--- src/rtl/mux_rr_stream.sv ---
// mux_rr_stream: selects one of NUM_IN valid/ready input channels onto a
// registered valid/ready output channel. Selection is either fixed (sel) or
// round-robin starting at an internal pointer.
//
// Optional build macro: MUX_RR_STREAM_LOCK_EN adds packet locking via in_last
// and out_last. Once a channel sends a beat without in_last, it keeps the grant
// until its in_last beat.
//
// Ports:
//   clk, rst      clock, synchronous active-high reset
//   in_data       NUM_IN packed channels, channel i at [i*DATA_W +: DATA_W]
//   in_valid      per-channel valid
//   in_ready      per-channel ready (combinational, at most one set)
//   mode          0 = fixed select, 1 = round-robin
//   sel           channel index used in fixed mode
//   in_last       (lock build only) per-channel end-of-packet marker
//   out_data      registered output data
//   out_valid     registered output valid
//   out_ready     downstream ready
//   out_src       index of the channel that supplied out_data
//   out_last      (lock build only) registered end-of-packet marker
module mux_rr_stream #(
    parameter int unsigned DATA_W = 32,
    parameter int unsigned NUM_IN = 4,
    parameter int unsigned SEL_W  = 2
) (
    input  logic                     clk,
    input  logic                     rst,
    input  logic [NUM_IN*DATA_W-1:0] in_data,
    input  logic [NUM_IN-1:0]        in_valid,
    output logic [NUM_IN-1:0]        in_ready,
    input  logic                     mode,
    input  logic [SEL_W-1:0]         sel,
`ifdef MUX_RR_STREAM_LOCK_EN
    input  logic [NUM_IN-1:0]        in_last,
    output logic                     out_last,
`endif
    output logic [DATA_W-1:0]        out_data,
    output logic                     out_valid,
    input  logic                     out_ready,
    output logic [SEL_W-1:0]         out_src
);

    logic [DATA_W-1:0] out_data_q;
    logic              out_valid_q;
    logic [SEL_W-1:0]  out_src_q;
    logic [SEL_W-1:0]  ptr_q;

    logic              load;
    logic              cand_ok;
    logic [SEL_W-1:0]  cand;
    logic [NUM_IN-1:0] grant;
    logic [DATA_W-1:0] sel_data;
    logic              sel_last;
    logic              xfer;
    logic [SEL_W-1:0]  ptr_next;

`ifdef MUX_RR_STREAM_LOCK_EN
    logic              lock_q;
    logic [SEL_W-1:0]  lock_ch_q;
    logic              out_last_q;
`endif

    always_comb begin
        load     = !out_valid_q || out_ready;
        cand     = '0;
        cand_ok  = 1'b0;
        grant    = '0;
        sel_data = '0;
        sel_last = 1'b1;

        if (mode) begin
            // Two-pass wrap search: first channels at or above ptr, then the
            // lowest valid channel, which is necessarily below ptr.
            for (int unsigned i = 0; i < NUM_IN; i++) begin
                if (!cand_ok && in_valid[i] && (SEL_W'(i) >= ptr_q)) begin
                    cand    = SEL_W'(i);
                    cand_ok = 1'b1;
                end
            end
            for (int unsigned i = 0; i < NUM_IN; i++) begin
                if (!cand_ok && in_valid[i]) begin
                    cand    = SEL_W'(i);
                    cand_ok = 1'b1;
                end
            end
        end else begin
            cand    = sel;
            cand_ok = (32'(sel) < NUM_IN);
        end

`ifdef MUX_RR_STREAM_LOCK_EN
        // An open packet owns the output regardless of mode, sel or priority.
        if (lock_q) begin
            cand    = lock_ch_q;
            cand_ok = 1'b1;
        end
`endif

        for (int unsigned i = 0; i < NUM_IN; i++) begin
            if (cand_ok && (cand == SEL_W'(i)) && in_valid[i]) begin
                grant[i] = 1'b1;
                sel_data = in_data[i*DATA_W +: DATA_W];
`ifdef MUX_RR_STREAM_LOCK_EN
                sel_last = in_last[i];
`endif
            end
        end

        in_ready = (rst || !load) ? '0 : grant;
        xfer     = |in_ready;
        ptr_next = (cand == SEL_W'(NUM_IN - 1)) ? '0 : cand + 1'b1;
    end

    always_ff @(posedge clk) begin
        if (rst) begin
            out_data_q  <= '0;
            out_valid_q <= 1'b0;
            out_src_q   <= '0;
            ptr_q       <= '0;
`ifdef MUX_RR_STREAM_LOCK_EN
            lock_q      <= 1'b0;
            lock_ch_q   <= '0;
            out_last_q  <= 1'b0;
`endif
        end else if (xfer) begin
            out_data_q  <= sel_data;
            out_src_q   <= cand;
            out_valid_q <= 1'b1;
            // sel_last is tied high without locking, so every beat advances.
            if (mode && sel_last) begin
                ptr_q <= ptr_next;
            end
`ifdef MUX_RR_STREAM_LOCK_EN
            out_last_q <= sel_last;
            lock_q     <= !sel_last;
            lock_ch_q  <= cand;
`endif
        end else if (out_ready) begin
            out_valid_q <= 1'b0;
        end
    end

    assign out_data  = out_data_q;
    assign out_valid = out_valid_q;
    assign out_src   = out_src_q;
`ifdef MUX_RR_STREAM_LOCK_EN
    assign out_last  = out_last_q;
`endif

endmodule

--- config.mk ---
export PLATFORM = sky130hd
export DESIGN_NAME = mux_rr_stream
export DESIGN_NICKNAME = d
export VERILOG_FILES = /design/src/rtl/mux_rr_stream.sv
export SDC_FILE = /design/constraint.sdc
export NUM_CORES = 1
export LEC_CHECK = 0
export CELL_PAD_IN_SITES_DETAIL_PLACEMENT = 1
export CELL_PAD_IN_SITES_GLOBAL_PLACEMENT = 2
export CORE_ASPECT_RATIO = 0.8
export CORE_UTILIZATION = 18
export CTS_CLUSTER_DIAMETER = 50
export DETAILED_ROUTE_END_ITERATION = 10
export PLACE_DENSITY_LB_ADDON = 0.15
export REMOVE_ABC_BUFFERS = 1
export SLEW_MARGIN = 20
export SYNTH_ARGS = -nofsm -noshare
export SYNTH_HDL_FRONTEND = slang
export SYNTH_SLANG_ARGS = --single-unit
--- constraint.sdc ---
create_clock -name clk -period 3.9 [get_ports clk]
set_input_delay 0.585 -clock clk [delete_from_list [all_inputs] [get_ports clk]]
set_output_delay 0.585 -clock clk [all_outputs]
set_load 0.1 [all_outputs]
=== Word-level counts from Yosys, hierarchy flattened ===
Index checks and enable logic that the tools add are counted.

* $lt $le $gt $ge: 4
* Reduce and logical (&&, ||, !) cells: 34
* $add $sub $neg: 1
* Mux-type cells: 36
* Eq/ne operators: 3

{| class="wikitable"
|+ Operators with widths
! cell !! number
|-
| $mux 32 || 4
|-
| $mux 1 || 23
|-
| $logic_and 1x1->1 || 19
|-
| $mux 2 || 8
|-
| $logic_not 1->1 || 9
|-
| $eq 2x2->1 const B || 2
|-
| $ge 1x2->1 const A || 2
|-
| $ge 2x2->1 const A || 2
|-
| $mux 4 || 1
|-
| $reduce_or 4->1 || 1
|-
| $add 2x1->2 const B || 1
|-
| $eq 2x1->1 const B || 1
|-
| $logic_not 2->1 || 1
|-
| $logic_or 1x1->1 || 2
|-
| $reduce_and 2->1 || 1
|-
| $reduce_bool 2->1 || 1
|}

* Output and inout bits: 39
* Input bits: 138
* Logic and storage cells: 82
* Register bits: 37

=== Longest topological paths before layout ===
Gate-level depths: netlist of the first run.

* Word-level depth: 42
* Gate-level depth with buffers: 12
* Depth with buffers taken out: 9

=== Worst setup path after synthesis of the first run ===
No wires, ideal clock.

* Path type: in2out
* Start point: input port in_valid[1]
* End point: output port in_ready[1]
* Path slack: -39 ps
* Buffers on the path: 4
* Required time: 3315 ps
* Arrival time: 3354 ps
* Stages: 9
* Cells stage by stage: buf_2 > clkbuf_1 > o21ai_0 > o211ai_1 > ha_1 > buf_2 > and2_1 > buf_2 > nor2b_1

* Word-level cells in the longest chain between the ends: 35
* Elaborated cells between the ends (all ways): 43
* Classes of those cells: eq/ne: 1; mux: 24; reduce/logical: 18

{| class="wikitable"
|+ Ends and longest elaborated chain
! what !! line !! source
|-
| from (decl) || 30 || <nowiki>input logic [NUM_IN-1:0] in_valid,</nowiki>
|-
| $logic_and 1x1->1 (2 in a row) || 76 || <nowiki>if (!cand_ok && in_valid[i] && (SEL_W'(i) >= ptr_q)) begin</nowiki>
|-
| $mux 1 || 76 ||
|-
| $mux 1 || 72 || <nowiki>if (mode) begin</nowiki>
|-
| $logic_not 1->1 || 76 ||
|-
| $logic_and 1x1->1 (2 in a row) || 76 ||
|-
| $mux 1 || 76 ||
|-
| $mux 1 || 72 ||
|-
| $logic_not 1->1 || 76 ||
|-
| [... 17 more ...] || n/a ||
|-
| $logic_and 1x1->1 || 82 || <nowiki>if (!cand_ok && in_valid[i]) begin</nowiki>
|-
| $mux 2 || 82 ||
|-
| $mux 2 || 72 ||
|-
| $eq 2x1->1 || 101 || <nowiki>if (cand_ok && (cand == SEL_W'(i)) && in_valid[i]) begin</nowiki>
|-
| $logic_and 1x1->1 || 101 ||
|-
| $logic_and 1x1->1 * || 101 ||
|-
| $mux 1 * || 101 ||
|-
| $mux 4 * || 110 || <nowiki>in_ready = (rst || !load) ? '0 : grant;</nowiki>
|-
| to (decl) || 31 || <nowiki>output logic [NUM_IN-1:0] in_ready,</nowiki>
|}

Mark *: on every way between the ends. The rest lies on a longest branch, timed or not. The select of a mux whose other input is x is not followed.

=== Worst setup path in the final report of the first run ===
* Start point: input port in_valid[0]
* End point: output port in_ready[0]

* Word-level cells in the longest chain between the ends: 39
* Elaborated cells between the ends (all ways): 47
* Classes of those cells: mux: 26; reduce/logical: 21

{| class="wikitable"
|+ Ends and longest elaborated chain
! what !! line
|-
| $logic_and 1x1->1 || 76
|-
| $mux 1 || 76
|-
| $mux 1 || 72
|-
| $logic_not 1->1 || 76
|-
| $logic_and 1x1->1 (2 in a row) || 76
|-
| $mux 1 || 76
|-
| $mux 1 || 72
|-
| $logic_not 1->1 || 76
|-
| [... 22 more ...] || n/a
|-
| $logic_and 1x1->1 || 82
|-
| $mux 2 || 82
|-
| $mux 2 || 72
|-
| $logic_not 2->1 || 101
|-
| $logic_and 1x1->1 || 101
|-
| $logic_and 1x1->1 * || 101
|-
| $mux 1 * || 101
|-
| $mux 4 * || 110
|}

Marked as above.

==> flow_summary.toml, run 1 <==
[worst_setup_path]
critPathRequiredTime_ns = 3.31
crit_slowest_cell = "clkdlybuf4s50_1"
critical-path-top-delay-family = "buffers and inverters"
cp_num_buf_inv = 4
path_class = "input pin to primary output"
critPathLaunchType = "input pin"
crit_top_cell = "buf_4"
critPathMaxFanout = 33
reg2reg_slack_ns = 0.99
reg2reg_depth = 10
critPathCaptureType = "primary output"
crit_start = "in_valid[0]"
cp_slowest_stage_delay_ns = 0.58
r2r_end = "out_data[26]$_SDFFE_PP0P_"
r2r-start = "ptr_q[1]$_SDFFE_PP0P_"
cp.arrival_ns = 2.93
crit_path_cell_trace = "clkdlybuf4s50_1 -> a21boi_0 -> o221ai_1 -> a2bb2oi_1 -> buf_4 -> ha_1 -> nand2_1 -> buf_4 -> nor2_1 -> buf_12"

[sta]
fmax_mhz = 284
relSlewSlack_pct = 28.9
drv_slew = 0
fin_ws_ns = 0.381
rsz0062_at_grt = "false"
fin_crit_sh_pct = 90.2
fin_skew_ns = 0.00511
tightest_slew_ns = 1.06
post-route-min-period_ns = 3.52
finalHoldViolCount = 0
setup_viol = 0

[clocking]
clock-root-buffer = "clkbuf_16"
hold_buffers = 0
worstSkewPairLatency_ns = 0.29
cts_buffers = 5
cts_num_sinks = 37
post_cts_buffers = 0
cts_resized = 0
cts_tree = "built"
htreeDepth = 2
path_clk_slew_ns = 0.06
cts.path.max_buffers = 2

[drt]
routed_wl_mm = 12.5
vias = 3307
wl_per_cell_um = 18.1
drc = 0
antenna_left = 0
via_per_inst = 4.79
first_pass_iters = 4
drtIter0Drc = 99

[placement]
dpl.hpwl_mm = 8.79
post-place-ws_ns = 0.0506
port_buffers = 176
gp_congestion = 0.782

[synth]
syn-cell-area_sq_um = 2630
synth_edf_count = 0
avgSynthCellArea_sq_um = 7.53
synthArstFlopShare_pct = 0
yosys_warnings = 0
synthFlopType = "dfxtp_1"
syn_inst = 349
seq_area_frac_synth_pct = 28.2
synth-seq-cells = 37
synth.distinct_cells = 30

[min_path]
whs_endpoint = "out_src[1]$_SDFFE_PP0P_"
hold_depth = 2
min_from = "out_src[1]$_SDFFE_PP0P_"
min_path_type = "flop to flop"

[global_route]
grt_pass1_vias = 3433
grt_start_max_net_pins = 57
grt_antenna_before_repair = 0
grt_pass1_wl_mm = 19.0
gr-total-overflow = 0
track_usage_pct = 16.7

[power]
power.density_nw_per_um2 = 356
p_sw_share_pct = 42.1
ir_drop_mv = 0.162
pwr-share-comb_pct = 48.0
p_leak_nw = 1.63
report.power.total_w = 0.00170
pwr-share-clk_pct = 25.9
internal_power_w = 0.000983
switchingPower_w = 0.000715
power_frac_seq_pct = 26.1

[cells_and_area]
fillers = 1709
regArea_sq_um = 741
diodes = 0
drive_gt1_share_pct = 8.88
multi_input_comb_area_sq_um = 1600
postLayoutCoreUtil_pct = 33.5
syn2layout_area_growth_pct = 81.7
fin_nets = 648

[floorplanning]
pin_count = 177
fp.dieH_um = 110
die-area_sq_um = 15100
initial_core_util_pct = 18.4
rows = 39
core_area_sq_um = 14200
die_w_um = 137

[flow_run]
max-cap-violations = 0

[outcome]
status = "finished clean"
==> through the flow <==
stage	instances	TNS (ns)	instance area [sq um]	hold slack [ns]
CTS	691	0	4770	0.467
global placement	683	0	4610	0.455
floorplan	309	-54.82	2460	0.503
finish	691	0	4770	0.463
global route	691	0	4770	0.508
detailed placement	683	0	4610	0.456
==> worst max-delay path by stage <==
stage	endpoint	slack (ns)	depth (start not counted)
after detailed placement	in_ready[1]	0.05	8
after floorplan	out_src[1]$_SDFFE_PP0P_	-1.59	8
final	in_ready[0]	0.38	10
after CTS	in_ready[1]	0.03	8
after global placement	in_ready[1]	0.12	9
after global routing	in_ready[1]	0.21	9
==> cell families after synthesis <==
logic type                 after synthesis  share of synthesized area, %
AOI/OAI and AO/OA                      112                          38.1
adders and majority gates                4                          1.91
and+or+nand+nor                        119                          19.8
DFF                                     37                          28.2
muxes                                    1                         0.381
buffers and inverters                   76                          11.6
==> layout make-up <==
type,instances,share of cell area [%]
clock inverters,1,0.105
multi-input cells,236,33.5
flip-flops and latches,37,15.5
repair buffers,190,40.0
clock buffers,7,3.20
inverters,36,2.83
well taps,184,4.83
==> tightest hold or removal path: cells and delay by family (launching register included) <==
kind               cells  cell delay [ns]
DFF                    1             0.31
AOI/OAI and AO/OA      1             0.05
and+or+nand+nor        1             0.05
==> registers in the layout (all words and copies together) (netlist names) <==
name and flops:
out_data 32, out_src 2, ptr_q 2, out_valid 1
==> power groups by stage <==
stage          Clock (W)  Combinational [W]  Sequential (W)
2_1_floorplan          0           0.000212        0.000732
3_3_place_gp           0           0.000817        0.000450
3_5_place_dp           0           0.000822        0.000452
4_1_cts         0.000460           0.000825        0.000444
5_1_grt         0.000475           0.000866        0.000449
6_report        0.000439           0.000816        0.000443
==> cell usage in the layout, fill, tap and decap left out, drive strengths merged, types with 7 or more instances in the layout <==
cell type and count:
nand3 33, nand2 36, inv 36, clkbuf 7, o211ai 33, o311ai 32
nor2 37, clkdlybuf4s50 170, dfxtp 37, a311oi 33, buf 20
==> synth_stat cells (3+ instances only) <==
cell type,n,area [sq um]
o311ai_0,32,280
a311oi_1,20,175
nand3_1,33,165
and2_1,3,18.8
dfxtp_1,37,741
buf_2,9,45.0
ha_1,4,50.1
nor2b_1,4,25.0
a21oi_1,4,20.0
clkbuf_1,25,93.8
a311oi_2,13,195
nor2_1,37,139
inv_1,36,135
o211ai_1,33,248
nand2b_1,4,25.0
buf_1,3,11.3
nand2_1,36,135
==> per-layer routing <==
| metal | vias up | global-route usage, % | wire length (um) |
|---|---|---|---|
| met5 | - | 0 | 0 |
| met2 | 137 | 26.2 | 5290 |
| li1 | 1624 | - | - |
| met1 | 1538 | 21.6 | 5810 |
| met4 | 0 | 3.22 | 79 |
| met3 | 8 | 6.54 | 1320 |
Power figures use the tool's default switching activity.
==> run 2: changes to the inputs <==
SETUP_SLACK_MARGIN = 0.15   (was not set)
==> results of run 2 <==
Same layout as run 1: the final DEF is identical, and so are final timing and power.
Among the figures that moved: number of gates resized after CTS 0 -> 1
